## config.mk

```make
export PLATFORM = sky130hd
export DESIGN_NAME = mpc_seq
export DESIGN_NICKNAME = d
export VERILOG_FILES = /design/src/rtl/mpc_seq.sv
export SDC_FILE = /design/constraint.sdc
export NUM_CORES = 1
export LEC_CHECK = 0
export CORE_ASPECT_RATIO = 0.8
export CORE_UTILIZATION = 25
export DETAILED_ROUTE_END_ITERATION = 10
export GPL_TIMING_DRIVEN = 0
export SKIP_LAST_GASP = 1
export SYNTH_ARGS = -nofsm -noshare
export SYNTH_HDL_FRONTEND = slang
export SYNTH_SLANG_ARGS = --single-unit
```

## constraint.sdc

```tcl
create_clock -name clk -period 2.24 [get_ports clk]
set_clock_uncertainty 0.1 [all_clocks]
set_input_delay 0.336 -clock clk [delete_from_list [all_inputs] [get_ports clk]]
set_output_delay 0.336 -clock clk [all_outputs]
set_load 0.02 [all_outputs]
```

## src/rtl/mpc_seq.sv

```systemverilog
// Small sequenced ALU: single-cycle ADD/SUB/AND plus an iterative shift-add
// multiplier, with a valid/ready handshake on both sides.
//
// state | meaning
// ------+--------------------------------------------------------------
// IDLE  | ready for an instruction; in_ready high
// MUL   | shift-add multiply in progress, one multiplier bit per cycle
// DONE  | result presented with out_valid high until out_ready
module mpc_seq #(
  parameter int W     = 8,
  parameter int CNT_W = 16
) (
  input  logic               clk,
  input  logic               rst_n,
  input  logic [2*W+1:0]     instr,
  input  logic               in_valid,
  output logic               in_ready,
  output logic [2*W-1:0]     result,
  output logic               out_valid,
  input  logic               out_ready,
  output logic               busy,
  output logic [CNT_W-1:0]   op_count
);

  localparam int SW = $clog2(W + 1);

  typedef enum logic [1:0] {
    IDLE = 2'd0,
    MUL  = 2'd1,
    DONE = 2'd2
  } state_t;

  localparam logic [1:0] OP_ADD = 2'b00;
  localparam logic [1:0] OP_SUB = 2'b01;
  localparam logic [1:0] OP_AND = 2'b10;
  localparam logic [1:0] OP_MUL = 2'b11;

  state_t          state;
  logic [1:0]      op;
  logic [W-1:0]    a;
  logic [W-1:0]    b;
  logic [W:0]      sum;
  logic [W:0]      diff;
  logic [2*W-1:0]  alu;
  logic [2*W-1:0]  acc;
  logic [2*W-1:0]  acc_next;
  logic [2*W-1:0]  mcand;
  logic [W-1:0]    mplier;
  logic [SW-1:0]   step;

  assign op = instr[2*W+1 -: 2];
  assign a  = instr[2*W-1 -: W];
  assign b  = instr[W-1:0];

  // Carry/borrow lands in bit W; everything above stays zero.
  always_comb begin
    sum  = {1'b0, a} + {1'b0, b};
    diff = {1'b0, a} - {1'b0, b};
    alu  = '0;
    unique case (op)
      OP_ADD:  alu[W:0]   = sum;
      OP_SUB:  alu[W:0]   = diff;
      OP_AND:  alu[W-1:0] = a & b;
      default: alu        = '0;
    endcase
  end

  always_comb begin
    acc_next = acc;
    if (mplier[0]) begin
      acc_next = acc + mcand;
    end
  end

  always_ff @(posedge clk or negedge rst_n) begin
    if (!rst_n) begin
      state     <= IDLE;
      in_ready  <= 1'b1;
      busy      <= 1'b0;
      result    <= '0;
      out_valid <= 1'b0;
      op_count  <= '0;
      acc       <= '0;
      mcand     <= '0;
      mplier    <= '0;
      step      <= '0;
    end else begin
      unique case (state)
        IDLE: begin
          if (in_valid) begin
            in_ready <= 1'b0;
            busy     <= 1'b1;
            if (op == OP_MUL) begin
              mcand     <= {{W{1'b0}}, a};
              mplier    <= b;
              acc       <= '0;
              step      <= '0;
              result    <= '0;
              out_valid <= 1'b0;
              state     <= MUL;
            end else begin
              result    <= alu;
              out_valid <= 1'b1;
              state     <= DONE;
            end
          end
        end

        // Always runs all W steps, even for zero operands, so latency is fixed.
        MUL: begin
          acc    <= acc_next;
          mcand  <= mcand << 1;
          mplier <= mplier >> 1;
          step   <= step + SW'(1);
          if (step == SW'(W - 1)) begin
            result    <= acc_next;
            out_valid <= 1'b1;
            state     <= DONE;
          end
        end

        DONE: begin
          if (out_ready) begin
            out_valid <= 1'b0;
            op_count  <= op_count + CNT_W'(1);
            in_ready  <= 1'b1;
            busy      <= 1'b0;
            state     <= IDLE;
          end
        end

        default: begin
          in_ready  <= 1'b1;
          busy      <= 1'b0;
          out_valid <= 1'b0;
          state     <= IDLE;
        end
      endcase
    end
  end

endmodule

```

==> impl_metrics.tcl, run 1 <==
set metrics [dict create \
    grt_overflow 0 \
    crit_arrival_ps 2550 \
    globalRouteMet2Util_pct 20.4 \
    fin_area_um2 6600 \
    slew-limit-headroom_pct 55.9 \
    wl_per_cell_um 15.6 \
    max_stage_delay_ps 390 \
    cts_max_level 3 \
    hold_viol 0 \
    yosysMostFrequentCell "dfrtp_1" \
    synth_edf_count 0 \
    run_status "finished, violations left" \
    worstSetupPathType "reg2reg" \
    cts_tree "yes" \
    vias 4342 \
    fin_ws_ps -190 \
    start_util_pct 25.8 \
    layout-drive-gt1-share_pct 18.2 \
    grt_usage_pct 14.0 \
    synthCells 542 \
    syn_to_final_growth_pct 33.5 \
    grt_pass1_vias 4060 \
    core_um2 19100 \
    worst-path-buf-inv 1 \
    top_usage_layer "met1" \
    met3_usage_pct 3.07 \
    slowest_stage "dfrtp_1" \
    clockBufferDepth 2 \
    root_buffer "clkbuf_16" \
    avgViaCountPerCell 4.86 \
    maxSlewViolCount 0 \
    path_delay_family "compound AO/OA/AOI/OAI gates" \
    multi_input_area_um2 3030 \
    seq_area_frac_synth_pct 40.5 \
    gp_congestion 0.878 \
    std_cell_rows 45 \
    insertion_delay_ps 340 \
    cp_max_fo 2 \
    hpwl_um 10100 \
    ir_worst_vdd_uv 438 \
    violations "setup timing" \
    grt_pass1_wl_um 22200 \
    hold_class "in2async" \
    fin_crit_sh_pct 108 \
    syn_nets 601 \
    timing.final.crit_period_ps 2430 \
    synthTopCellsByArea "dfrtp_1, ha_1, o21ai_0, nand2_1, a21oi_1" \
    worstMarginPinSlew_ps 662 \
    critPathLaunchType "flop" \
    portBuffers 54 \
    final-setup-viol-count 10 \
    p_per_area_nw_per_um2 1180 \
    crit_required_ps 2360 \
    grt_setup_unrepaired "yes" \
    use_met1_pct 20.8 \
    place_area_um2 5850 \
    drc_errors 0 \
    n_fill_cell 1951 \
    drt_iter0_drc 358 \
    synthFlopType "dfrtp_1" \
    cts_inserted_buffers 9 \
    crit_chain "ha_2 -> fa_2 -> a21oi_4 -> o21ai_2 -> a211oi_2 -> buf_4 -> o221ai_2 -> a21oi_2 -> xor2_1 -> a21oi_1" \
    yosys_warnings 0 \
    finalCoreUtilization_pct 34.5 \
    synth-seq-cells 80 \
    fin_nets 690 \
    clkSinkCount 80 \
    syn_area_per_cell_um2 9.12 \
    die_w_um 159 \
    critPathCaptureType "flop" \
    die-area_um2 20300 \
    synth-async-reset-ratio_pct 100 \
    first_pass_iters 4 \
    drt-total-wl_um 14000 \
    synth.distinct_cells 50 \
    synth_area_um2 4940 \
    synth_top_area_cell "dfrtp_1" \
    num_io_pins 57 \
    synth_top_area_share_pct 40.0 \
    cap_violations 0 \
    grt_max_degree 70 \
    antenna_found_initial 0 \
    final.setup.tns_ps -1160 \
    fmax_mhz 411 \
    antenna-diode-count 0 \
    die_h_um 128 \
    synthTopCellsByCount "dfrtp_1, nand2_1, o21ai_0" \
    register_area_um2 2010 \
    power.leakage_nw 2.90 \
    path_clk_slew_ps 70 \
    postRouteAntennaNets 0 \
]
-- through the flow --
step                      hold WS, ps  total power (W)  cells  worst slack, ps
final                             277          0.00782    894             -190
after global placement            361          0.00570    854            -2190
after global routing              293          0.00833    894             -291
after CTS                         277          0.00763    889             -211
after detailed placement         97.5          0.00575    855             -814
after floorplan                 -59.6          0.00452    542             5.47
-- worst paths after layout --
path	startpoint	end	slack (ps)	cells past startpoint
max reg2reg	mcand[0]$_DFFE_PN0P_	result[12]$_DFFE_PN0P_	-190	10
min reg2reg	op_count[15]$_DFFE_PN0P_	op_count[15]$_DFFE_PN0P_	370	1
min	rst_n	op_count[6]$_DFFE_PN0P_	280	2
max	mcand[0]$_DFFE_PN0P_	result[12]$_DFFE_PN0P_	-190	10
max in group asynchronous	rst_n	mcand[4]$_DFFE_PN0P_	1130	3
min in group clk	op_count[15]$_DFFE_PN0P_	op_count[15]$_DFFE_PN0P_	370	1
-- kinds of logic (layout without fill, tap and decap cells) --
family	after synthesis	count (layout)	share of synthesized area, %
flip-flops	80	80	40.5
XOR/XNOR	32	32	5.67
multiplexers	20	20	4.07
adder cells (fa/ha/maj)	37	37	9.82
AO/OA/AOI/OAI	167	167	21.5
buffers and inverters	49	143	4.02
AND/OR/NAND/NOR	157	157	14.4
-- state kept, by name, indices dropped and copies added (netlist names) --
register   flops
acc           16
mcand         16
op_count      16
result        16
mplier         8
step           4
busy           1
in_ready       1
out_valid      1
state          1
-- per-layer routing --
layer	vias to the layer above	wire length, µm
met5	-	0
met4	0	151
met3	13	771
met2	127	5910
met1	2102	7130
li1	2100	-
-- power breakdown --
part / leakage (nW) / internal (W) / switching, W
combinational: 1.71 / 0.00170 / 0.00221
sequential: 1.04 / 0.00196 / 0.000462
clock: 0.147 / 0.000870 / 0.000614
-- worst register-to-register path: stages, from the launching register on --
cell and delay (ps):
dfrtp_1 390, ha_2 210, fa_2 370, a21oi_4 160, o21ai_2 100, a211oi_2 260
buf_4 160, o221ai_2 100, a21oi_2 160, xor2_1 210, a21oi_1 100
-- cells in the final DEF, fill, tap and decap left out, drive strengths merged, types with 9 or more instances in the layout --
master and count:
mux2i 19, buf 39, o31ai 11, xnor2 24, a21oi 49, a31oi 10, o21ai 54, clkbuf 20
inv 26, and3 9, dfrtp 79, nand3 17, ha 34, nor2 38, clkdlybuf4s50 48, a22o 12
nand2 67
-- layout make-up --
class                      instances  area share [%]
clock buffer                      10            3.47
timing repair buffer              80            11.4
inverter                          24            1.36
buffer                            23            1.65
multi-input combinational        413            45.9
sequential                        80            30.4
tap                              258            4.89
clock inverter                     6            1.00
-- timing repair --
action	4_1_cts	5_1_grt
setup endpoints to repair	32	41
setup buffers	19	5
pin swaps	18	21
endpoints found under the hold margin	11	0
gates resized for setup	37	32
cloned	0	0
hold buffers	1	0
Power figures use the tool's default switching activity.
==> run 2: changes to the inputs <==
==> constraint.sdc (replaced) <==
create_clock -name clk -period 2 [get_ports clk]
set_clock_uncertainty 0.1 [all_clocks]
set_input_delay 0.3 -clock clk [delete_from_list [all_inputs] [get_ports clk]]
set_output_delay 0.3 -clock clk [all_outputs]
set_load 0.02 [all_outputs]
==> run 2 against run 1 <==
Effect of this change: setup slack got worse by 260 ps; first-iteration DRC count fell by 24%; die area did not move; core utilization rose by 0.57 points; combinational power rose by 15%; sequential share of layout area fell by 0.49 points; worst hold slack got worse by 4.5 ps; the run still ends with setup timing left; design area rose by 1.6%; non-clock buffer count rose by 1; total power rose by 16%.
==> impl_metrics.tcl, run 2 (synthesis gave the netlist of run 1 again) <==
set metrics [dict create \
    path_delay_family "adder cells" \
    cts_max_level 3 \
    place_area_um2 5870 \
    crit_arrival_ps 2590 \
    grt_pass1_wl_um 22600 \
    layout.cells.non_filler 895 \
    clock_power_share_pct 19.7 \
    drc_errors 0 \
    cts_inserted_buffers 9 \
    max_stage_delay_ps 420 \
    clockBufferDepth 2 \
    worstSetupPathType "reg2reg" \
    ir_worst_vdd_uv 565 \
    p_per_area_nw_per_um2 1350 \
    fin_ws_ps -452 \
    insertion_delay_ps 340 \
    met3WireLength_um 729 \
    grt_overflow 0 \
    final_cell_mix "dfrtp_1, nand2_1, clkdlybuf4s50_1, o21ai_0, a21oi_1" \
    fmax_mhz 408 \
    slew-limit-headroom_pct 56.7 \
    crit_required_ps 2130 \
    drt-total-wl_um 14100 \
    final_common_cell "dfrtp_1" \
    portBuffers 54 \
    syn_to_final_growth_pct 35.7 \
    pwr-share-seq_pct 30.4 \
    hold_viol 0 \
    vias 4302 \
    fin_crit_sh_pct 123 \
    maxSlewViolCount 0 \
    grt_pass1_vias 4145 \
    run_status "finished, violations left" \
    num_io_pins 57 \
    crit_chain "ha_4 -> fa_2 -> a21oi_4 -> buf_4 -> buf_4 -> buf_4 -> o21bai_1 -> xor2_1 -> mux2i_1 -> a21oi_1 -> a22o_1" \
    timing.final.crit_period_ps 2450 \
    worst-path-buf-inv 3 \
    path_clk_slew_ps 60 \
    drt-met1-wl_um 7160 \
    worstMarginPinSlew_ps 649 \
    fin_area_um2 6710 \
    layout-drive-gt1-share_pct 20.4 \
    clkSinkCount 80 \
    die-area_um2 20300 \
    grt_setup_unrepaired "yes" \
    slowest_stage "dfrtp_1" \
    die_w_um 159 \
    start_util_pct 25.8 \
    die_h_um 128 \
    final-setup-viol-count 26 \
    grt_max_degree 65 \
    antenna_found_initial 0 \
    routed.top_layer "met4" \
    switchingPower_w 0.00374 \
    gp_congestion 0.894 \
    critPathLaunchType "flop" \
    hpwl_um 10200 \
    routed-wl-met2_um 6090 \
    antenna-diode-count 0 \
    fin_nets 691 \
    final.setup.tns_ps -6780 \
    critPathCaptureType "flop" \
    placedCellCount 855 \
    grt_usage_pct 14.2 \
    wl_per_cell_um 15.7 \
    root_buffer "clkbuf_16" \
    cpMostUsedCell "buf_4" \
    power.leakage_nw 2.92 \
    avgViaCountPerCell 4.81 \
    cp_max_fo 2 \
    std_cell_rows 45 \
    hold_class "in2async" \
    violations "setup timing" \
    first_pass_iters 4 \
    cap_violations 0 \
    postRouteAntennaNets 0 \
    p_comb_share_pct 49.9 \
    p_int_w 0.00530 \
    core_um2 19100 \
    swShare_pct 41.3 \
    drt_iter0_drc 272 \
    cts_tree "yes" \
]
[run 2: cell count changes in the layout (fill, tap and decap cells not counted), sizes merged]
cell,change
buf,+1
bufinv,+1
clkbuf,+1
clkdlybuf4s50,+1
clkinv,-1
dlygate4sd2,-2
[run 2: cell type report]
| class | count | area, µm² |
|---|---|---|
| repair buffers | 81 | 763 |
| multi-input cells | 413 | 3090 |
| well taps | 258 | 323 |
| clock inverters | 6 | 91.3 |
| fillers | 1969 | 12400 |
| plain buffers | 23 | 119 |
| inverters | 24 | 90.1 |
| clock buffers | 10 | 229 |
| flip-flops and latches | 80 | 2010 |
[run 2: metal layers]
layer | global-route usage (%) | up-vias
met5 | 0 | -
met4 | 3.68 | 0
met3 | 3.11 | 10
met2 | 21.2 | 124
met1 | 20.5 | 2074
li1 | - | 2094
[run 2: per-stage QoR]
| stage | total power [W] | setup slack, ps | utilization [%] | hold WS [ps] |
|---|---|---|---|---|
| 3_3_place_gp | 0.00641 | -2460 | 30.5 | 363 |
| 2_1_floorplan | 0.00510 | -231 | - | -95.6 |
| 4_1_cts | 0.00878 | -483 | 34.1 | 270 |
| 6_report | 0.00904 | -452 | 35.1 | 273 |
| 3_5_place_dp | 0.00648 | -1080 | 30.7 | 92.1 |
| 5_1_grt | 0.00965 | -554 | 35.1 | 289 |
[run 2: path summary, 6_finish.rpt]
check	startpoint	to	slack, ps	cells past startpoint
setup / recovery	acc[0]$_DFFE_PN0P_	result[4]$_DFFE_PN0P_	-450	11
hold / removal	rst_n	op_count[8]$_DFFE_PN0P_	270	2
setup reg to reg	acc[0]$_DFFE_PN0P_	result[4]$_DFFE_PN0P_	-450	11
hold reg to reg	op_count[15]$_DFFE_PN0P_	op_count[15]$_DFFE_PN0P_	370	1
max in group asynchronous	rst_n	acc[1]$_DFFE_PN0P_	890	3
min in group clk	instr[17]	result[4]$_DFFE_PN0P_	360	3
[run 2: power by group through the flow]
stage                     registers (W)  logic [W]  clock network [W]
after floorplan                 0.00283    0.00227                  0
after global placement          0.00271    0.00370                  0
after detailed placement        0.00272    0.00376                  0
after CTS                       0.00273    0.00423            0.00182
after global routing            0.00283    0.00494            0.00188
final                           0.00275    0.00451            0.00178
[run 2: repair_timing]
| item | in CTS | in global routing |
|---|---|---|
| gates resized for setup | 46 | 42 |
| endpoints found under the setup margin | 61 | 49 |
| hold endpoints to repair | 16 | 0 |
| buffers inserted | 22 | 5 |
| hold buffers | 1 | 0 |
| pin swaps | 32 | 21 |
==> run 3: changes to the inputs <==
--- a/config.mk
+++ b/config.mk
@@ -8,8 +8,10 @@
 export CORE_ASPECT_RATIO = 0.8
 export CORE_UTILIZATION = 25
 export DETAILED_ROUTE_END_ITERATION = 10
+export DONT_BUFFER_PORTS = 1
 export GPL_TIMING_DRIVEN = 0
 export SKIP_LAST_GASP = 1
 export SYNTH_ARGS = -nofsm -noshare
 export SYNTH_HDL_FRONTEND = slang
 export SYNTH_SLANG_ARGS = --single-unit
+export TNS_END_PERCENT = 5
==> run 3 against run 2 <==
Effect of this change: highest routed layer unchanged; core utilization shrank 4.9 points; via count down 5.6%; global-route usage shrank 0.43 points; the run ends with hold timing, setup timing left.
==> impl_metrics.tcl, run 3 (synthesis gave the netlist of run 1 again) <==
set metrics [dict create \
    run_status "finished, violations left" \
    violations "hold timing, setup timing" \
    hpwl_um 9990 \
    critPathCaptureType "flop" \
    worstMarginPinSlew_ps 648 \
    drt-total-wl_um 13500 \
    cts_max_level 3 \
    clockBufferDepth 2 \
    syn_to_final_growth_pct 16.6 \
    layout-drive-gt1-share_pct 12.4 \
    postRouteAntennaNets 0 \
    hold_class "in2async" \
    wl_per_cell_um 16.4 \
    vias 4059 \
    fmax_mhz 410 \
    crit_arrival_ps 2560 \
    max_stage_delay_ps 400 \
    grt_overflow 0 \
    ir_worst_vdd_uv 504 \
    routed-wl-met2_um 5520 \
    first_pass_iters 5 \
    gp_congestion 0.871 \
    whs_ps -457 \
    start_util_pct 25.8 \
    timing.final.crit_period_ps 2440 \
    routed.top_layer "met4" \
    insertion_delay_ps 340 \
    antenna-diode-count 0 \
    root_buffer "clkbuf_16" \
    grt_usage_pct 13.7 \
    drc_errors 0 \
    power.leakage_nw 2.56 \
    drt-met1-wl_um 6780 \
    fin_crit_sh_pct 122 \
    n_fill_cell 2048 \
    cts_hold_buffers 1 \
    antenna_found_initial 0 \
    met3WireLength_um 1150 \
    cts_tree "yes" \
    portBuffers 0 \
    std_cell_rows 45 \
    die_w_um 159 \
    final_common_cell "dfrtp_1" \
    pre_cts_slack_ps -532 \
    crit_chain "ha_2 -> fa_2 -> a21oi_4 -> o21ai_4 -> a211oi_4 -> o221ai_2 -> a21oi_2 -> xor2_1 -> a21oi_1" \
    slowest_stage "dfrtp_1" \
    fin_ws_ps -439 \
    p_per_area_nw_per_um2 1360 \
    worstSetupPathType "reg2reg" \
    maxSlewViolCount 0 \
    drt_iter0_drc 284 \
    final_cell_mix "dfrtp_1, nand2_1, o21ai_0, a21oi_1, nor2_1" \
    core_um2 19100 \
    crit_required_ps 2120 \
    avgViaCountPerCell 4.93 \
    cap_violations 0 \
    final-setup-viol-count 64 \
    power_w 0.00785 \
    path_clk_slew_ps 60 \
    grt_pass1_wl_um 21700 \
    grt_setup_unrepaired "yes" \
    critPathLaunchType "flop" \
    num_io_pins 57 \
    hold_viol 80 \
    slew-limit-headroom_pct 56.8 \
    fin_nets 619 \
    cts_inserted_buffers 9 \
    cp_max_fo 3 \
    grt_pass1_vias 3914 \
    finalCoreUtilization_pct 30.1 \
    clkSinkCount 80 \
    die_h_um 128 \
    die-area_um2 20300 \
    grt_max_degree 81 \
]
-- run 3: metal layers --
metal | vias up | global-route usage (%)
met4 | 0 | 3.05
met3 | 7 | 5.05
met5 | - | 0
met2 | 113 | 19.5
met1 | 1985 | 19.6
li1 | 1954 | -
-- run 3: critical path: cells and delay by family, from the launching register on --
kind            cells  cell delay (ps)
compound gates      6             1010
fa+ha+maj           2              580
xor+xnor            1              210
flops               1              400
-- run 3: what timing repair did --
action                                  4_1_cts  5_1_grt
hold endpoints to repair                     81       80
buffers inserted                              4        4
endpoints found under the setup margin       64       65
gates resized for setup                       8       20
pin swaps                                     4        7
-- run 3: final timing paths --
| kind | from | to | slack (ps) | cells after the start |
|---|---|---|---|---|
| worst max register to register | acc[0]$_DFFE_PN0P_ | result[12]$_DFFE_PN0P_ | -440 | 9 |
| min in group clk | out_ready | out_valid$_DFFE_PN0P_ | 20 | 3 |
| max in group asynchronous | rst_n | in_ready$_DFFE_PN1P_ | 2050 | 0 |
| worst min-delay path | rst_n | op_count[5]$_DFFE_PN0P_ | -460 | 0 |
| worst max-delay path | acc[0]$_DFFE_PN0P_ | result[12]$_DFFE_PN0P_ | -440 | 9 |
| worst min register to register | mplier[1]$_DFFE_PN0P_ | mplier[1]$_DFFE_PN0P_ | 380 | 2 |
-- run 3: final cells by class --
class,count,area [µm²],share of cell area (%)
multi-input cells,413,2900,50.2
flip-flops and latches,80,2010,34.8
well taps,258,323,5.60
clock buffers,11,243,4.21
plain buffers,23,104,1.80
inverters,24,90.1,1.56
repair buffers,9,70.1,1.22
clock inverters,5,33.8,0.586
-- run 3: power breakdown --
part	total [W]	internal [W]	switching (W)
clock	0.00154	0.000872	0.000672
sequential	0.00305	0.00219	0.000852
combinational	0.00326	0.00132	0.00194
-- run 3: metrics by stage --
stage          cell area (µm²)  TNS [ps]  hold slack (ps)  std cells
2_1_floorplan             4960     -2150            -95.6        542
3_3_place_gp              5280    -15780            -94.1        800
3_5_place_dp              5280    -15460            -94.1        800
4_1_cts                   5640    -15030             -465        821
5_1_grt                   5770    -23730             -476        823
6_report                  5770    -14290             -457        823
